### config.mk
export PLATFORM = sky130hd
export DESIGN_NAME = del_accum_buffer
export DESIGN_NICKNAME = d
export VERILOG_FILES = /design/src/rtl/del_accum_buffer.sv
export SDC_FILE = /design/constraint.sdc
export NUM_CORES = 1
export LEC_CHECK = 0
export CAP_MARGIN = 10
export CORE_ASPECT_RATIO = 0.5
export CORE_UTILIZATION = 35
export CTS_CLUSTER_DIAMETER = 60
export CTS_CLUSTER_SIZE = 24
export DETAILED_ROUTE_END_ITERATION = 8
export GPL_ROUTABILITY_DRIVEN = 0
export PLACE_DENSITY = 0.68
export SYNTH_ARGS = -nofsm -noshare
export SYNTH_HDL_FRONTEND = slang
export SYNTH_SLANG_ARGS = --single-unit
export TNS_END_PERCENT = 1
### constraint.sdc
create_clock -name clk -period 6.6 [get_ports clk]
set_input_delay 1.32 -clock clk [delete_from_list [all_inputs] [get_ports clk]]
set_output_delay 1.32 -clock clk [all_outputs]
set_load 0.05 [all_outputs]
### src/rtl/del_accum_buffer.sv
// del_accum_buffer: banked storage and read-modify-write sequencer for preceding-layer partial deltas.
// Optional macro DEL_ACC_FWD_EN forwards same-lane write-back data into stage 1 instead of stalling.
module del_accum_buffer #(
    parameter int p     = 16,
    parameter int z     = 8,
    parameter int width = 16,
    localparam int depth = p / z,
    localparam int aw    = (depth > 1) ? $clog2(depth) : 1
) (
    input  logic                 clk,
    input  logic                 reset_n,
    input  logic                 start,
    input  logic                 in_valid,
    output logic                 in_ready,
    input  logic                 in_last,
    input  logic [z*aw-1:0]      in_addr_package,
    output logic [width*z-1:0]   partial_del_out_package,
    input  logic [width*z-1:0]   del_out_package,
    output logic                 busy,
    output logic                 done,
    input  logic [aw-1:0]        rd_addr,
    output logic [width*z-1:0]   rd_data_package
);

    typedef enum logic [1:0] {IDLE, ACCUM, FLUSH, DONE} state_t;

    state_t                 state;
    logic                   busy_q;
    logic                   done_q;

    logic [width-1:0]       mem [z][depth];
    logic [z-1:0][depth-1:0] touched;

    logic [aw-1:0]          in_addr [z];
    logic [width-1:0]       del_in  [z];

    logic                   s1_valid;
    logic [aw-1:0]          s1_addr [z];
    logic [width-1:0]       s1_data [z];
    logic [width-1:0]       rd_q    [z];

    logic [z-1:0]           lane_hit;
    logic                   accept;
    logic                   start_ok;

    for (genvar g = 0; g < z; g++) begin : g_lane
        assign in_addr[g]                             = in_addr_package[g*aw +: aw];
        assign del_in[g]                              = del_out_package[g*width +: width];
        assign partial_del_out_package[g*width +: width] = s1_data[g];
        assign rd_data_package[g*width +: width]      = rd_q[g];
    end

    always_comb begin
        lane_hit = '0;
        for (int unsigned i = 0; i < z; i++) begin
            lane_hit[i] = s1_valid && (in_addr[i] == s1_addr[i]);
        end
    end

`ifdef DEL_ACC_FWD_EN
    assign in_ready = (state == ACCUM);
`else
    // A same-lane match would read the bank before stage 1 writes it back; hold off one cycle.
    assign in_ready = (state == ACCUM) && !(in_valid && (|lane_hit));
`endif

    assign accept   = in_valid && in_ready;
    assign start_ok = start && (state == IDLE || state == DONE);
    assign busy     = busy_q;
    assign done     = done_q;

    always_ff @(posedge clk or negedge reset_n) begin
        if (!reset_n) begin
            state  <= IDLE;
            busy_q <= 1'b0;
            done_q <= 1'b0;
        end else begin
            case (state)
                IDLE, DONE: begin
                    if (start) begin
                        state  <= ACCUM;
                        busy_q <= 1'b1;
                        done_q <= 1'b0;
                    end
                end
                ACCUM: begin
                    if (accept && in_last) begin
                        state <= FLUSH;
                    end
                end
                FLUSH: begin
                    state  <= DONE;
                    busy_q <= 1'b0;
                    done_q <= 1'b1;
                end
                default: begin
                    state  <= IDLE;
                    busy_q <= 1'b0;
                    done_q <= 1'b0;
                end
            endcase
        end
    end

    always_ff @(posedge clk or negedge reset_n) begin
        if (!reset_n) begin
            s1_valid <= 1'b0;
            touched  <= '0;
            for (int unsigned i = 0; i < z; i++) begin
                s1_addr[i] <= '0;
                s1_data[i] <= '0;
                rd_q[i]    <= '0;
            end
        end else begin
            s1_valid <= accept;
            if (accept) begin
                for (int unsigned i = 0; i < z; i++) begin
                    s1_addr[i] <= in_addr[i];
`ifdef DEL_ACC_FWD_EN
                    if (lane_hit[i]) begin
                        s1_data[i] <= del_in[i];
                    end else begin
                        s1_data[i] <= touched[i][in_addr[i]] ? mem[i][in_addr[i]] : '0;
                    end
`else
                    s1_data[i] <= touched[i][in_addr[i]] ? mem[i][in_addr[i]] : '0;
`endif
                end
            end
            // Stage 1 is never valid in IDLE/DONE, so clear and set cannot collide.
            if (start_ok) begin
                touched <= '0;
            end else if (s1_valid) begin
                for (int unsigned i = 0; i < z; i++) begin
                    touched[i][s1_addr[i]] <= 1'b1;
                end
            end
            if (state == DONE) begin
                for (int unsigned i = 0; i < z; i++) begin
                    rd_q[i] <= touched[i][rd_addr] ? mem[i][rd_addr] : '0;
                end
            end
        end
    end

    always_ff @(posedge clk) begin
        if (s1_valid) begin
            for (int unsigned i = 0; i < z; i++) begin
                mem[i][s1_addr[i]] <= del_in[i];
            end
        end
    end

endmodule
==> flow_summary_export.csv, run 1 <==
group,metric,value,unit
outcome,outcome,"finished, final reports clean",
yosys,synthArstFlopShare,52.7,%
setup_path,reg2reg_slack,3.58,ns
global_route,grt_pass1_wl,87500,um
min_path,min_path_type,"flop to flop",
die,dieArea,0.0632,sq mm
yosys,synth.distinct_cells,32,
setup_path,timing.rr.start,"s1_addr[3]",
yosys,synth_seq_cells,541,
layout,layout_commonest_cell,"clkdlybuf4s50_1",
yosys,synth-seq-area-share,68.1,%
yosys,synth_nets,1675,
timing,worst_pin_slew,1.14,ns
setup_path,critPathRequiredTime,5.28,ns
power,power_density,490,mW/mm^2
global_route,grt_pass1_vias,14100,
yosys,yosys_warnings,0,
yosys,synth_edf_count,256,
power,peakVddDrop,0.261,mV
setup_path,worst_r2r_path_depth,7,
route,final_antenna_net_count,0,
setup_path,critPathBufInv,3,
power,leakage,10.9,nW
timing,rsz0062_at_grt,"false",
layout,drive_gt1_share,6.16,%
global_route,grtUsageTotal,18.1,%
setup_path,max_stage_delay,0.53,ns
cts,h-tree-depth,2,
yosys,muxShareOfSynthArea,13.0,%
setup_path,crit_start,"in_addr_package[5]",
timing,period_minus_slack,4.92,ns
setup_path,crit_chain,"clkdlybuf4s50_1 -> buf_4 -> xnor2_1 -> nor4_1 -> a21boi_4 -> a21boi_0 -> buf_12",
route,wirelength,59700,um
timing,tns,0,ns
setup_path,critPathKind,"input port to output pin",
layout,fin_cells,2730,
setup_path,worstPathArrival,3.60,ns
yosys,synth-compound-area-share,12.6,%
cts,cts-buffers-inserted,37,
placement,dp.final_hpwl,38100,um
die,start_util,35.5,%
route,vias,14200,
setup_path,path_max_fanout,19,
placement,port_buffers,400,
route,drt_iter0_drc,753,
die,rows,64,
timing,fin_crit_sh,74.6,%
timing,fin_hold_ws,0.511,ns
timing,fin_skew,0.0217,ns
layout,syn2layout_area_growth,27.4,%
run,cap_viol_max_count,0,
global_route,antenna_found_initial,8,
cts,clockBufferDepth,3,
cts,insertion_delay,0.54,ns
setup_path,crit_family,"buffers and inverters",
yosys,synth_top_family_by_area,"multiplexers",
power,design_power_total,0.0136,W
setup_path,crit_cells,7,
global_route,globalRouteOverflowTotal,0,
route,drc,0,
yosys,synth_xor_area_share,0.322,%
cts,cts_sinks,541,
timing,setup_viol,0,
setup_path,startpoint_type,"input port",
cts,ctsResizeCount,0,
yosys,syn_area_per_cell,14.2,sq um
setup_path,rr_endpoint,"partial_del_out_package[109]",
die,ios,401,
yosys,netlist_area,0.0218,sq mm
yosys,synth_flop_cell,"dfrtp_1",
layout,num-nets-final,2019,
cts,path_clk_slew,0.07,ns
cts,postCtsSetupRepairBufs,0,
cts,root_buffer,"clkbuf_16",
timing,finalHoldViolCount,0,
cts,cts_tree,"built",
yosys,synth_fa_ha_area_share,0.173,%
route,post_drt_wl_per_cell,21.9,um
yosys,netlist_top_cells_area,"edfxtp_1, dfrtp_1, mux2i_1",
setup_path,crit_path_end_kind,"output pin",
timing,slew_headroom,22.2,%
timing,max_freq,203,MHz
setup_path,crit_end,"in_ready",
die,die_w,355,um
layout,final_cell_mix,"clkdlybuf4s50_1, dfrtp_1, mux2i_1, edfxtp_1, inv_1",
route,viasPerCell,5.20,
global_route,grt_max_degree,219,
placement,placed_cells,2660,
yosys,netlist.area_leader.share,35.3,%
yosys,synth_area_leader_cell,"edfxtp_1",
die,die_y,178,um
cts,postCtsHoldBufs,0,
setup_path,cpMaxStageDelayCell,"nor4_1",
yosys,syn_inst,1530,
yosys,synth-simple-area-share,0.863,%
route,drt_first_pass_iters,6,
timing,drv_slew,0,
die,core,0.0613,sq mm
==> cell usage after synthesis (9+ instances only) <==
| cell type | number |
|---|---|
| buf_6 | 11 |
| clkbuf_1 | 86 |
| edfxtp_1 | 256 |
| buf_1 | 9 |
| inv_1 | 132 |
| o21a_1 | 16 |
| nand2_1 | 11 |
| o41ai_1 | 128 |
| dfrtp_1 | 285 |
| o22ai_1 | 129 |
| nor2b_1 | 9 |
| mux2_2 | 16 |
| o21ai_0 | 130 |
| mux2i_1 | 264 |
==> kinds of logic after synthesis <==
group,after synthesis
and+or+nand+nor,36
DFF,541
adders and majority gates,3
xor gates and xnor gates,8
muxes,280
buffers and inverters,252
AOI/OAI and AO/OA,410
==> metrics by stage <==
step	util, %	area (sq um)	setup slack [ns]
finish	45.3	27700	1.68
global route	45.3	27700	1.58
CTS	45.2	27700	1.66
detailed placement	43.3	26500	1.66
global placement	43.3	26500	1.69
floorplan	-	21800	1.70
==> worst register-to-register path, cell delays in order (launching register included) <==
cell and delay, ns:
dfrtp_1 0.42, xnor2_1 0.29, nor4_1 0.15, a21boi_4 0.21, buf_12 0.54, buf_4 0.91, o21ai_0 0.24, o41ai_1 0.13
==> layer usage <==
metal / vias up / wire [um] / GRT usage, %
li1: 6484 / - / -
met1: 7291 / 22400 / 20.7
met2: 304 / 33200 / 34.4
met3: 108 / 1950 / 2.51
met4: 4 / 2090 / 6.59
met5: - / 27 / 0
==> cell type report <==
type	count	area (sq um)
diodes	5	12.5
well taps	825	1030
repair buffers	425	4250
clock buffers	42	955
multi-input cells	737	5930
inverters	132	495
clock inverters	23	234
flip-flops and latches	541	14800
fillers	5431	33500
==> sequential cells by signal (all words and copies together) (netlist names) <==
signal,flops
mem,256
partial_del_out_package,128
rd_data_package,128
touched,16
s1_addr,8
state,2
busy,1
done,1
s1_valid,1
==> worst min path at each step <==
stage | endpoint | cells after the start | start
floorplan | touched[11] | 1 | touched[11]
global placement | partial_del_out_package[56] | 2 | partial_del_out_package[56]
detailed placement | partial_del_out_package[16] | 2 | partial_del_out_package[16]
CTS | partial_del_out_package[68] | 2 | partial_del_out_package[68]
global route | partial_del_out_package[68] | 2 | partial_del_out_package[68]
finish | partial_del_out_package[125] | 2 | partial_del_out_package[125]
==> where the power goes <==
part	switching, W	internal (W)
registers	0.000570	0.00455
clock network	0.00121	0.00116
logic	0.00426	0.00183
total	0.00604	0.00753
Note: power is estimated with default switching activity, not from simulation.
==> inputs of run 2 (changes only) <==
==> constraint.sdc (replaced) <==
create_clock -name clk -period 4.8 [get_ports clk]
set_input_delay 0.96 -clock clk [delete_from_list [all_inputs] [get_ports clk]]
set_output_delay 0.96 -clock clk [all_outputs]
set_load 0.05 [all_outputs]
==> run 2 against run 1 <==
Register-to-register slack got worse by 1.6 ns. Worst setup slack worse by 0.86 ns. Largest power group unchanged. First-iteration DRC count increased by 1.9%. Global-route usage increased by 0.13 points. Largest cell class unchanged.
==> flow_summary_export.csv, run 2 (synthesis gave the netlist of run 1 again) <==
group,metric,value,unit
layout,num-nets-final,2031,
layout,fin_area,0.0278,sq mm
route,drt_iter0_drc,767,
layout,layout_commonest_cell,"clkdlybuf4s50_1",
route,wirelength,59600,um
cts,cts-buffers-inserted,37,
cts,cts_tree,"built",
setup_path,critPathKind,"input port to output pin",
timing,fin_crit_sh,83.0,%
setup_path,worstPathArrival,3.02,ns
global_route,grt_pass1_vias,14200,
global_route,grtUsageTotal,18.2,%
cts,h-tree-depth,2,
cts,clockBufferDepth,3,
global_route,grt_pass1_wl,88100,um
die,dieArea,0.0632,sq mm
layout,largest_reg_flops,256,
power,peakVddDrop,0.301,mV
layout,fin_cells,2744,
timing,finalHoldViolCount,0,
layout,syn2layout_area_growth,27.8,%
cts,cts_sinks,541,
global_route,antenna_found_initial,12,
die,ios,401,
power,leakage,10.9,nW
placement,port_buffers,400,
timing,max_freq,251,MHz
timing,worst_pin_slew,1.25,ns
die,die_w,355,um
run,cap_viol_max_count,0,
route,viasPerCell,5.15,
power,power_density,673,mW/mm^2
timing,drv_slew,0,
layout,final_core_util,45.4,%
cts,root_buffer,"clkbuf_16",
route,drt_first_pass_iters,5,
die,rows,64,
setup_path,path_max_fanout,3,
cts,path_clk_slew,0.07,ns
global_route,grt_max_degree,260,
route,final_antenna_net_count,0,
placement,dp.final_hpwl,38700,um
cts,postCtsSetupRepairBufs,0,
timing,fin_skew,0.0261,ns
cts,postCtsHoldBufs,0,
global_route,globalRouteOverflowTotal,0,
cts,ctsResizeCount,0,
route,drc,0,
cts,insertion_delay,0.56,ns
outcome,outcome,"finished, final reports clean",
route,post_drt_wl_per_cell,21.7,um
timing,period_minus_slack,3.98,ns
setup_path,crit_path_end_kind,"output pin",
min_path,min_path_type,"input port to async pin",
die,core,0.0613,sq mm
placement,placed_cells,2672,
setup_path,critPathRequiredTime,3.84,ns
layout,final_cell_mix,"clkdlybuf4s50_1, dfrtp_1, mux2i_1, edfxtp_1, inv_1",
setup_path,startpoint_type,"input port",
timing,tns,0,ns
timing,rsz0062_at_grt,"false",
die,die_y,178,um
timing,setup_viol,0,
die,start_util,35.5,%
timing,slew_headroom,16.6,%
placement,placed_cell_area,0.0266,sq mm
layout,drive_gt1_share,6.38,%
route,vias,14100,
==> run 2: changes by cell type in the layout (fill, tap and decap cells not counted), sizes merged <==
cell	delta
buf	+12
diode	+2
==> run 2: area by class of cell <==
type                    count  area (sq um)
clock buffers              42           955
fillers                  5457         33400
inverters                 132           495
flip-flops and latches    541         14800
multi-input cells         737          5910
diodes                      7          17.5
clock inverters            23           243
well taps                 825          1030
repair buffers            437          4340
==> run 2: power breakdown <==
| group | internal, W | switching [W] | leakage, nW |
|---|---|---|---|
| registers | 0.00625 | 0.000714 | 6.18 |
| logic | 0.00254 | 0.00594 | 4.16 |
| clock network | 0.00160 | 0.00167 | 0.581 |
==> run 2: worst max-delay path: stages <==
cell and delay, ns:
clkdlybuf4s50_1 0.47, xnor2_1 0.21, nor4_1 0.57, a21boi_4 0.16
a21boi_0 0.43, buf_12 0.20
==> run 2: metal layers <==
| metal | routed length [um] | vias to the layer above | track usage [%] | share of wire, % |
|---|---|---|---|---|
| li1 | - | 6498 | - | - |
| met1 | 22800 | 7249 | 21.0 | 38 |
| met2 | 32200 | 260 | 33.4 | 54 |
| met3 | 1790 | 133 | 2.64 | 3.0 |
| met4 | 2830 | 4 | 8.69 | 4.7 |
| met5 | 33 | - | 0 | 0.055 |
==> run 2: path summary, 6_finish.rpt <==
check	startpoint	end	slack, ns	cells after the start
worst max-delay path	in_addr_package[4]	in_ready	0.82	6
worst min-delay path	reset_n	rd_data_package[72]	0.50	1
worst max register to register	s1_addr[6]	partial_del_out_package[29]	1.98	6
worst min register to register	partial_del_out_package[26]	partial_del_out_package[26]	0.51	2
max in group asynchronous	reset_n	rd_data_package[27]	3.20	2
min in group clk	partial_del_out_package[26]	partial_del_out_package[26]	0.51	2
==> run 2: stage by stage <==
| stage | power, W | worst slack [ns] | hold slack (ns) |
|---|---|---|---|
| after global routing | 0.0195 | 0.727 | 0.538 |
| after CTS | 0.0188 | 0.752 | 0.513 |
| after global placement | 0.0155 | 0.741 | 0.487 |
| after floorplan | 0.0123 | 0.625 | 0.480 |
| final | 0.0187 | 0.816 | 0.496 |
| after detailed placement | 0.0156 | 0.765 | 0.491 |
